==> config.mk <==
export PLATFORM = sky130hd
export DESIGN_NAME = countdown_timer_flat
export DESIGN_NICKNAME = d
export VERILOG_FILES = /design/src/rtl/countdown_timer_pkg.sv /design/src/rtl/countdown_timer_if.sv /design/src/rtl/countdown_timer_slow_tick_sync.sv /design/src/rtl/countdown_timer.sv /design/src/flat_wrapper.sv
export SDC_FILE = /design/constraint.sdc
export NUM_CORES = 1
export LEC_CHECK = 0
export BUFFER_PORTS_ARGS = -buffer_cell sky130_fd_sc_hd__buf_4
export CORE_MARGIN = 5
export CORE_UTILIZATION = 53
export DETAILED_ROUTE_END_ITERATION = 8
export MAX_ROUTING_LAYER = met4
export PLACE_DENSITY = 0.82
export REMOVE_ABC_BUFFERS = 1
export SLEW_MARGIN = 25
export SYNTH_ARGS = -nofsm -noshare
export SYNTH_HDL_FRONTEND = slang
export SYNTH_SLANG_ARGS = --single-unit
==> constraint.sdc <==
create_clock -name CLOCK_50 -period 3.6 [get_ports CLOCK_50]
set_clock_uncertainty 0.1 [all_clocks]
set_input_delay 0.18 -clock CLOCK_50 [delete_from_list [all_inputs] [get_ports CLOCK_50]]
set_output_delay 0.18 -clock CLOCK_50 [all_outputs]
set_load 0.01 [all_outputs]
==> src/rtl/countdown_timer_pkg.sv <==
// timer_pkg: shared types, digit limits and BCD helpers for the mm:ss countdown timer.
package timer_pkg;
  typedef enum logic [1:0] {IDLE, RUN, PAUSE, DONE} timer_state_t;
  typedef logic [3:0] bcd_t;
  localparam bcd_t SEC_TENS_MAX = 4'd5;
  localparam bcd_t DIGIT_MAX = 4'd9;
  function automatic logic [15:0] bcd_sanitise(input logic [15:0] v);
    bcd_t m1, m0, s1, s0;
    m1 = (v[15:12] > DIGIT_MAX) ? DIGIT_MAX : v[15:12];
    m0 = (v[11:8] > DIGIT_MAX) ? DIGIT_MAX : v[11:8];
    s1 = (v[7:4] > SEC_TENS_MAX) ? SEC_TENS_MAX : v[7:4];
    s0 = (v[3:0] > DIGIT_MAX) ? DIGIT_MAX : v[3:0];
    return {m1, m0, s1, s0};
  endfunction
  // Borrows ripple S0 -> S1 -> M0 -> M1; callers never pass 0000.
  function automatic logic [15:0] bcd_dec(input logic [15:0] c);
    bcd_t m1, m0, s1, s0;
    {m1, m0, s1, s0} = c;
    if (s0 != 4'd0) s0 = s0 - 4'd1;
    else if (s1 != 4'd0) begin
      s0 = DIGIT_MAX;
      s1 = s1 - 4'd1;
    end else begin
      s0 = DIGIT_MAX;
      s1 = SEC_TENS_MAX;
      if (m0 != 4'd0) m0 = m0 - 4'd1;
      else begin
        m0 = DIGIT_MAX;
        m1 = m1 - 4'd1;
      end
    end
    return {m1, m0, s1, s0};
  endfunction
endpackage

==> src/rtl/countdown_timer_if.sv <==
// countdown_timer_if: control inputs and display/status outputs of the countdown timer.
interface countdown_timer_if;
  logic load;
  logic [15:0] load_value;
  logic start;
  logic pause;
  logic [15:0] digits;
  logic running;
  logic done;
  logic expired_pulse;
  modport master(output load, load_value, start, pause, input digits, running, done, expired_pulse);
  modport slave(input load, load_value, start, pause, output digits, running, done, expired_pulse);
endinterface

==> src/rtl/countdown_timer_slow_tick_sync.sv <==
// slow_tick_sync: synchronises slow_clock into CLOCK_50 and emits a one-cycle tick per rising edge.
module slow_tick_sync #(
  parameter int SYNC_STAGES = 2
) (
  input  logic CLOCK_50,
  input  logic reset_n,
  input  logic slow_clock,
  output logic tick
);
  logic [SYNC_STAGES-1:0] sync;
  logic hist;
  always_ff @(posedge CLOCK_50) begin
    if (!reset_n) begin
      sync <= '0;
      hist <= 1'b0;
    end else begin
      sync <= {sync[SYNC_STAGES-2:0], slow_clock};
      hist <= sync[SYNC_STAGES-1];
    end
  end
  assign tick = sync[SYNC_STAGES-1] & ~hist;
endmodule

==> src/rtl/countdown_timer.sv <==
// countdown_timer: start/pause/load controlled mm:ss BCD countdown driven by synchronised slow_clock ticks.
module countdown_timer
  import timer_pkg::*;
#(
  parameter int SYNC_STAGES = 2
) (
  input logic CLOCK_50,
  input logic reset_n,
  input logic slow_clock,
  countdown_timer_if.slave bus
);
  timer_state_t state;
  logic [15:0] count;
  logic pulse;
  logic tick;
  slow_tick_sync #(.SYNC_STAGES(SYNC_STAGES)) u_sync (
    .CLOCK_50(CLOCK_50),
    .reset_n(reset_n),
    .slow_clock(slow_clock),
    .tick(tick)
  );
  // Load beats everything; pause beats start; ticks only matter in RUN.
  always_ff @(posedge CLOCK_50) begin
    if (!reset_n) begin
      state <= IDLE;
      count <= '0;
      pulse <= 1'b0;
    end else begin
      pulse <= 1'b0;
      if (bus.load) begin
        count <= bcd_sanitise(bus.load_value);
        state <= IDLE;
      end else begin
        case (state)
          IDLE: if (!bus.pause && bus.start && count != '0) state <= RUN;
          RUN:
            if (bus.pause) state <= PAUSE;
            else if (tick) begin
              count <= bcd_dec(count);
              if (count == 16'h0001) begin
                state <= DONE;
                pulse <= 1'b1;
              end
            end
          PAUSE: if (!bus.pause && bus.start) state <= RUN;
          default: ;
        endcase
      end
    end
  end
  assign bus.digits = count;
  assign bus.running = (state == RUN);
  assign bus.done = (state == DONE);
  assign bus.expired_pulse = pulse;
endmodule

==> src/flat_wrapper.sv <==
// flat-port wrapper written by rule: the top's interface ports become plain ports
module countdown_timer_flat import timer_pkg::*;
#(
  parameter int SYNC_STAGES = 2
)
  (CLOCK_50, reset_n, slow_clock, bus_load, bus_load_value, bus_start, bus_pause, bus_digits, bus_running, bus_done, bus_expired_pulse);
  countdown_timer_if bus_i ();
  input logic CLOCK_50;
  input logic reset_n;
  input logic slow_clock;
  input wire logic [$bits(bus_i.load)-1:0] bus_load;
  input wire logic [$bits(bus_i.load_value)-1:0] bus_load_value;
  input wire logic [$bits(bus_i.start)-1:0] bus_start;
  input wire logic [$bits(bus_i.pause)-1:0] bus_pause;
  output wire logic [$bits(bus_i.digits)-1:0] bus_digits;
  output wire logic [$bits(bus_i.running)-1:0] bus_running;
  output wire logic [$bits(bus_i.done)-1:0] bus_done;
  output wire logic [$bits(bus_i.expired_pulse)-1:0] bus_expired_pulse;
  assign bus_i.load = bus_load;
  assign bus_i.load_value = bus_load_value;
  assign bus_i.start = bus_start;
  assign bus_i.pause = bus_pause;
  assign bus_digits = bus_i.digits;
  assign bus_running = bus_i.running;
  assign bus_done = bus_i.done;
  assign bus_expired_pulse = bus_i.expired_pulse;
  countdown_timer #(.SYNC_STAGES(SYNC_STAGES)) u_core (.CLOCK_50(CLOCK_50), .reset_n(reset_n), .slow_clock(slow_clock), .bus(bus_i));
endmodule
After elaboration in Yosys (flattened, before gate mapping):

Index checks and enable logic that the tools add are counted.

* ROM bits: 0
* bits in registers: 22
* memories: 0
* bits in latches: 0
* RAM bits: 0
* output and inout port bits: 19

* add/subtract/negate cells: 4
* shift operators: 0
* div/mod/pow operators: 0
* mux-type cells: 24
* $mul: 0
* $lt $le $gt $ge: 4
* reduce and logical (&&, ||, !) cells: 18
* equal/unequal tests: 12
* bitwise gates (word level): 5

Operator list (count)
* $mux 16: 4
* $mux 4: 13
* $eq 16x1->1 const B: 1
* $reduce_bool 16->1: 1
* $sub 4x1->4 const B: 4
* $gt 4x4->1 const B: 3
* $reduce_bool 4->1: 3
* $mux 2: 5
* $reduce_and 5->1: 2
* $ne 2x2->1 const B: 4
* $ne 3x2->1 const B: 2
* $pmux 2 s3: 1
* $reduce_and 6->1: 1
* $reduce_or 5->1: 1
* $eq 2x2->1 const B: 2
* $gt 4x3->1 const B: 1
* $ne 2x1->1 const B: 2
* $not 1->1: 4
* $reduce_and 4->1: 1
* $reduce_bool 2->1: 2
* $reduce_and 3->1: 1
* $reduce_bool 3->1: 1
* $eq 2x1->1 const B: 1
* $logic_and 1x1->1: 2
* 5 further kinds: 5

Logic depth before layout (Yosys ltp):

* word-level depth: 8
* mapped depth: 6
* mapped depth without buffers: 6

By module:

Synthesis repeated with hierarchy kept, for this count alone.

* cell total of the unflattened synthesis: 149
* area total of the unflattened synthesis: 1277.5 um2

Modules (own cells, without submodules)
* countdown_timer: seq. area each 380.4 um2, cells an instance 142, instances 1, area an instance 1184.9 um2
* slow_tick_sync: seq. area each 60.1 um2, cells an instance 7, instances 1, area an instance 92.6 um2

Worst setup path after synthesis:

Ideal clock, no wire load.

* kind: reg-to-reg
* from: register u_core.count[2] (netlist: u_core.bus.digits[2])
* to: register u_core.count[11] (netlist: u_core.bus.digits[11])
* setup slack: 1790 ps
* period minus slack after synthesis: 1810 ps
* cell stages (with the launch flop): 5
* arrival: 1594 ps
* cell sequence: dfxtp_1 -> nor4_4 -> nand4_1 -> or4_1 -> and4_1

* word-level cells in the longest chain between the ends: 3

Ends and longest elaborated chain
* start: declaration: line countdown_timer.sv:13 `logic [15:0] count;`
* start signal: assignment: line countdown_timer.sv:31 `count <= bcd_sanitise(bus.load_value);`
* start signal: assignment: line countdown_timer.sv:39 `count <= bcd_dec(count);`
* $reduce_bool 4->1: line countdown_timer_pkg.sv:19 `if (s0 != 4'd0) s0 = s0 - 4'd1;`
* $ne 2x2->1 (no line)
* $reduce_and 5->1 (no line)

No other way between the ends.
A chain may end at the register's enable or synchronous reset.

Worst setup path in the final report:

* from: register u_core.count[6] (netlist: u_core.bus.digits[6])
* to: register u_core.count[11] (netlist: u_core.bus.digits[11])

* word-level cells in the longest chain between the ends: 3

Ends and longest elaborated chain
* $reduce_bool 4->1: line countdown_timer_pkg.sv:20 `else if (s1 != 4'd0) begin`
* $ne 2x2->1 (no line)
* $reduce_and 5->1 (no line)

No other way between the ends.

==> metrics.txt <==
buffers added on ports 40; Post-Syn Area per Cell 8.51 um2; Req. time, crit path 3720 ps; GPL Wtd Cong 0.860; # nets final 214; initial antenna violation count 0; outcome finished, final reports clean; remaining antenna violation count 0; Slew headroom 60.2%; maximum capacitance violations 0; CP arrival approximately 2200 ps; num rows 17; slowest stage delay, CP approximately 570 ps; maximum vdd drop 0.275 mV; commonest non-fill, non-tap cell in the layout buf_4; CTS tree yes; Die H 58.1 um; async set-reset flop share out of synthesis 0%; IO Pins 41; commonest cells after routing, fill and taps aside buf_4, dfxtp_1, nor2_1; Cell Int Power roughly 370 uW; Worst-Skew Late Latency 310 ps; fraction of layout cells with a size suffix above 1 approximately 25%; Top Family by Delay on Critical Path simple AND/OR/NAND/NOR gates; NetSw approximately 140 uW; DPL Wire Length 2.52 mm; largest net degree at the start of global routing 21; reg2reg end u_core.bus.digits[11]$_SDFFE_PN0P_; antenna cells 0; Mapped Area approximately 0.0012 mm2; cts bufs inserted 3; Critical Path End Type register; Bufs on Longest Clock Path 2; Critical Path Start Type register; CP Depth 4; Setup CP Type reg2reg; Die Wd 58.1 um; total die area 0.00337 mm2; Register Area 440 um2; final WL about 3.4 mm; worst-margin pin slew 596 ps; most area-consuming cells after synthesis dfxtp_1, nor2_1, o21ai_0, or3_1, and2_1; Tmin final between 2000 and 2500 ps; Cells after Synth 144; Area Growth Syn to Fin 32.7%; setup TNS 0 ps; root buf cell clkbuf_4; hold path startpoint bus_load_value[5]; critical-path cell list nor3_1, nand4_1, or4_1, and4_1; Multi-input gate area 747 um2; Cell Pwr Density between 300 and 400 mW/mm2; core region area around 0.0022 mm2; RR Startpoint u_core.bus.digits[6]$_SDFFE_PN0P_; register bit total from synthesis 22; leading area contributor after synthesis dfxtp_1; endpoint of the worst hold path u_core.bus.digits[5]$_SDFFE_PN0P_; Period Utilization, post-route roughly three fifths; yosys warns 0; EDFF count, synth 0; vias in the first global route 1264; fmax between 400 and 500 MHz; RSZ-0062 raised after global routing no; combinational power share 20.4%; crit-path max FO 7; Worst-path clk slew around 120 ps; Synth top area share 36.0%; distinct cell type count after synthesis 44; clock share of power 26.7%; LEAKAGE 0.683 nW; H-tree depth 1; DR WL/cell 15.7 um; slowest stage cell, crit path or4_1; Total Power 516 uW; post_cts resized 0; sequential area share after synthesis 36.0%; overall routing resource usage 21.1%; via/cell ratio 6.09; switching part of the total between 20% and 30%; Final Max Slew Viols 0; first drt pass iteration count 4; CP Buf/Inv Count 0; hold path depth 3; Main synth FF type dfxtp_1; flop-to-flop setup slack 1510 ps; Flop pwr share a little over half; r2r worst-path depth 4; GRT Residual Overflow 0; fill count 191; # DRC 0; first-pass GRT wire length 5.58 mm; Initial Utilization ~55%; Sinks on Clock Net 22; Final Hold Violating Endpoints 0; worst min-delay path category in2reg; vias after detailed routing 1321; initial DRC count 44; setup violators final 0
-- tightest hold or removal path, stage by stage --
cell and delay, ps:
buf_4 110, nand3_1 60, o22ai_1 70
-- timing repair --
item,CTS,global route
endpoints found under the hold margin,3,1
hold buffers,3,1
endpoints found under the setup margin,0,0
setup buffers,0,0
-- cell families after synthesis --
family | Yosys count | synth area share [%]
simple gates | 68 | 34.3
compound gates | 37 | 20.7
flops | 22 | 36.0
buf+inv | 10 | 3.06
mux | 3 | 2.45
xor+xnor | 2 | 1.43
fa+ha+maj | 2 | 2.04
-- routing by layer --
metal	vias to the layer above	global-route usage [%]	share of wire, %
li1	640	-	-
met1	628	25.1	41
met2	51	36.0	52
met3	2	4.90	6.8
met4	0	4.64	0.41
met5	-	-	0
-- state kept, by name, indices dropped and copies added, names as in the netlist --
register / flops
u_core.state: 2
u_core.u_sync.hist: 1
u_core.u_sync.sync: 2
u_core.bus.digits: 16
u_core.bus.expired_pulse: 1
-- cell type report --
class | instances | share of cell area [%]
clock buffer | 4 | 2.23
inverter | 7 | 1.62
multi-input combinational | 112 | 46.0
sequential | 22 | 27.1
tap | 28 | 2.16
timing repair buffer | 44 | 20.9
-- synth_stat cells, drive strengths merged, types with 4 or more instances --
cell   instances
dfxtp         22
nor2          13
or3            6
o31ai          4
nand2          8
inv            7
o21ai          8
nor3           6
or4            4
and2           5
a21oi          5
-- power groups by stage --
stage	clock, mW	sequential (mW)	combinational [mW]
floorplan	0	0.279	0.0464
global placement	0	0.277	0.0978
detailed placement	0	0.278	0.100
CTS	0.138	0.273	0.104
global route	0.148	0.275	0.115
finish	0.138	0.273	0.105
-- worst max path at each step --
stage,slack [ps],startpoint,to
after floorplan,1790,u_core.bus.digits[2]$_SDFFE_PN0P_,u_core.bus.digits[11]$_SDFFE_PN0P_
after global placement,1640,u_core.bus.digits[6]$_SDFFE_PN0P_,u_core.bus.digits[11]$_SDFFE_PN0P_
after detailed placement,1580,u_core.bus.digits[6]$_SDFFE_PN0P_,u_core.bus.digits[11]$_SDFFE_PN0P_
after CTS,1520,u_core.bus.digits[6]$_SDFFE_PN0P_,u_core.bus.digits[11]$_SDFFE_PN0P_
after global routing,1390,u_core.bus.digits[6]$_SDFFE_PN0P_,u_core.bus.digits[11]$_SDFFE_PN0P_
final,1510,u_core.bus.digits[6]$_SDFFE_PN0P_,u_core.bus.digits[11]$_SDFFE_PN0P_
-- stage by stage --
| step | instances | cell area (um2) | setup slack [ps] | utilization [%] | hold slack (ps) |
|---|---|---|---|---|---|
| 2_1_floorplan | 141 | 1210 | 1790 | - | 174 |
| 3_3_place_gp | 209 | 1550 | 1640 | 70.0 | 276 |
| 3_5_place_dp | 209 | 1550 | 1580 | 70.0 | 280 |
| 4_1_cts | 216 | 1620 | 1520 | 73.0 | 8.75 |
| 5_1_grt | 217 | 1630 | 1390 | 73.5 | 34.7 |
| 6_report | 217 | 1630 | 1510 | 73.5 | 41.7 |
Note: power is estimated with default switching activity, not from simulation.
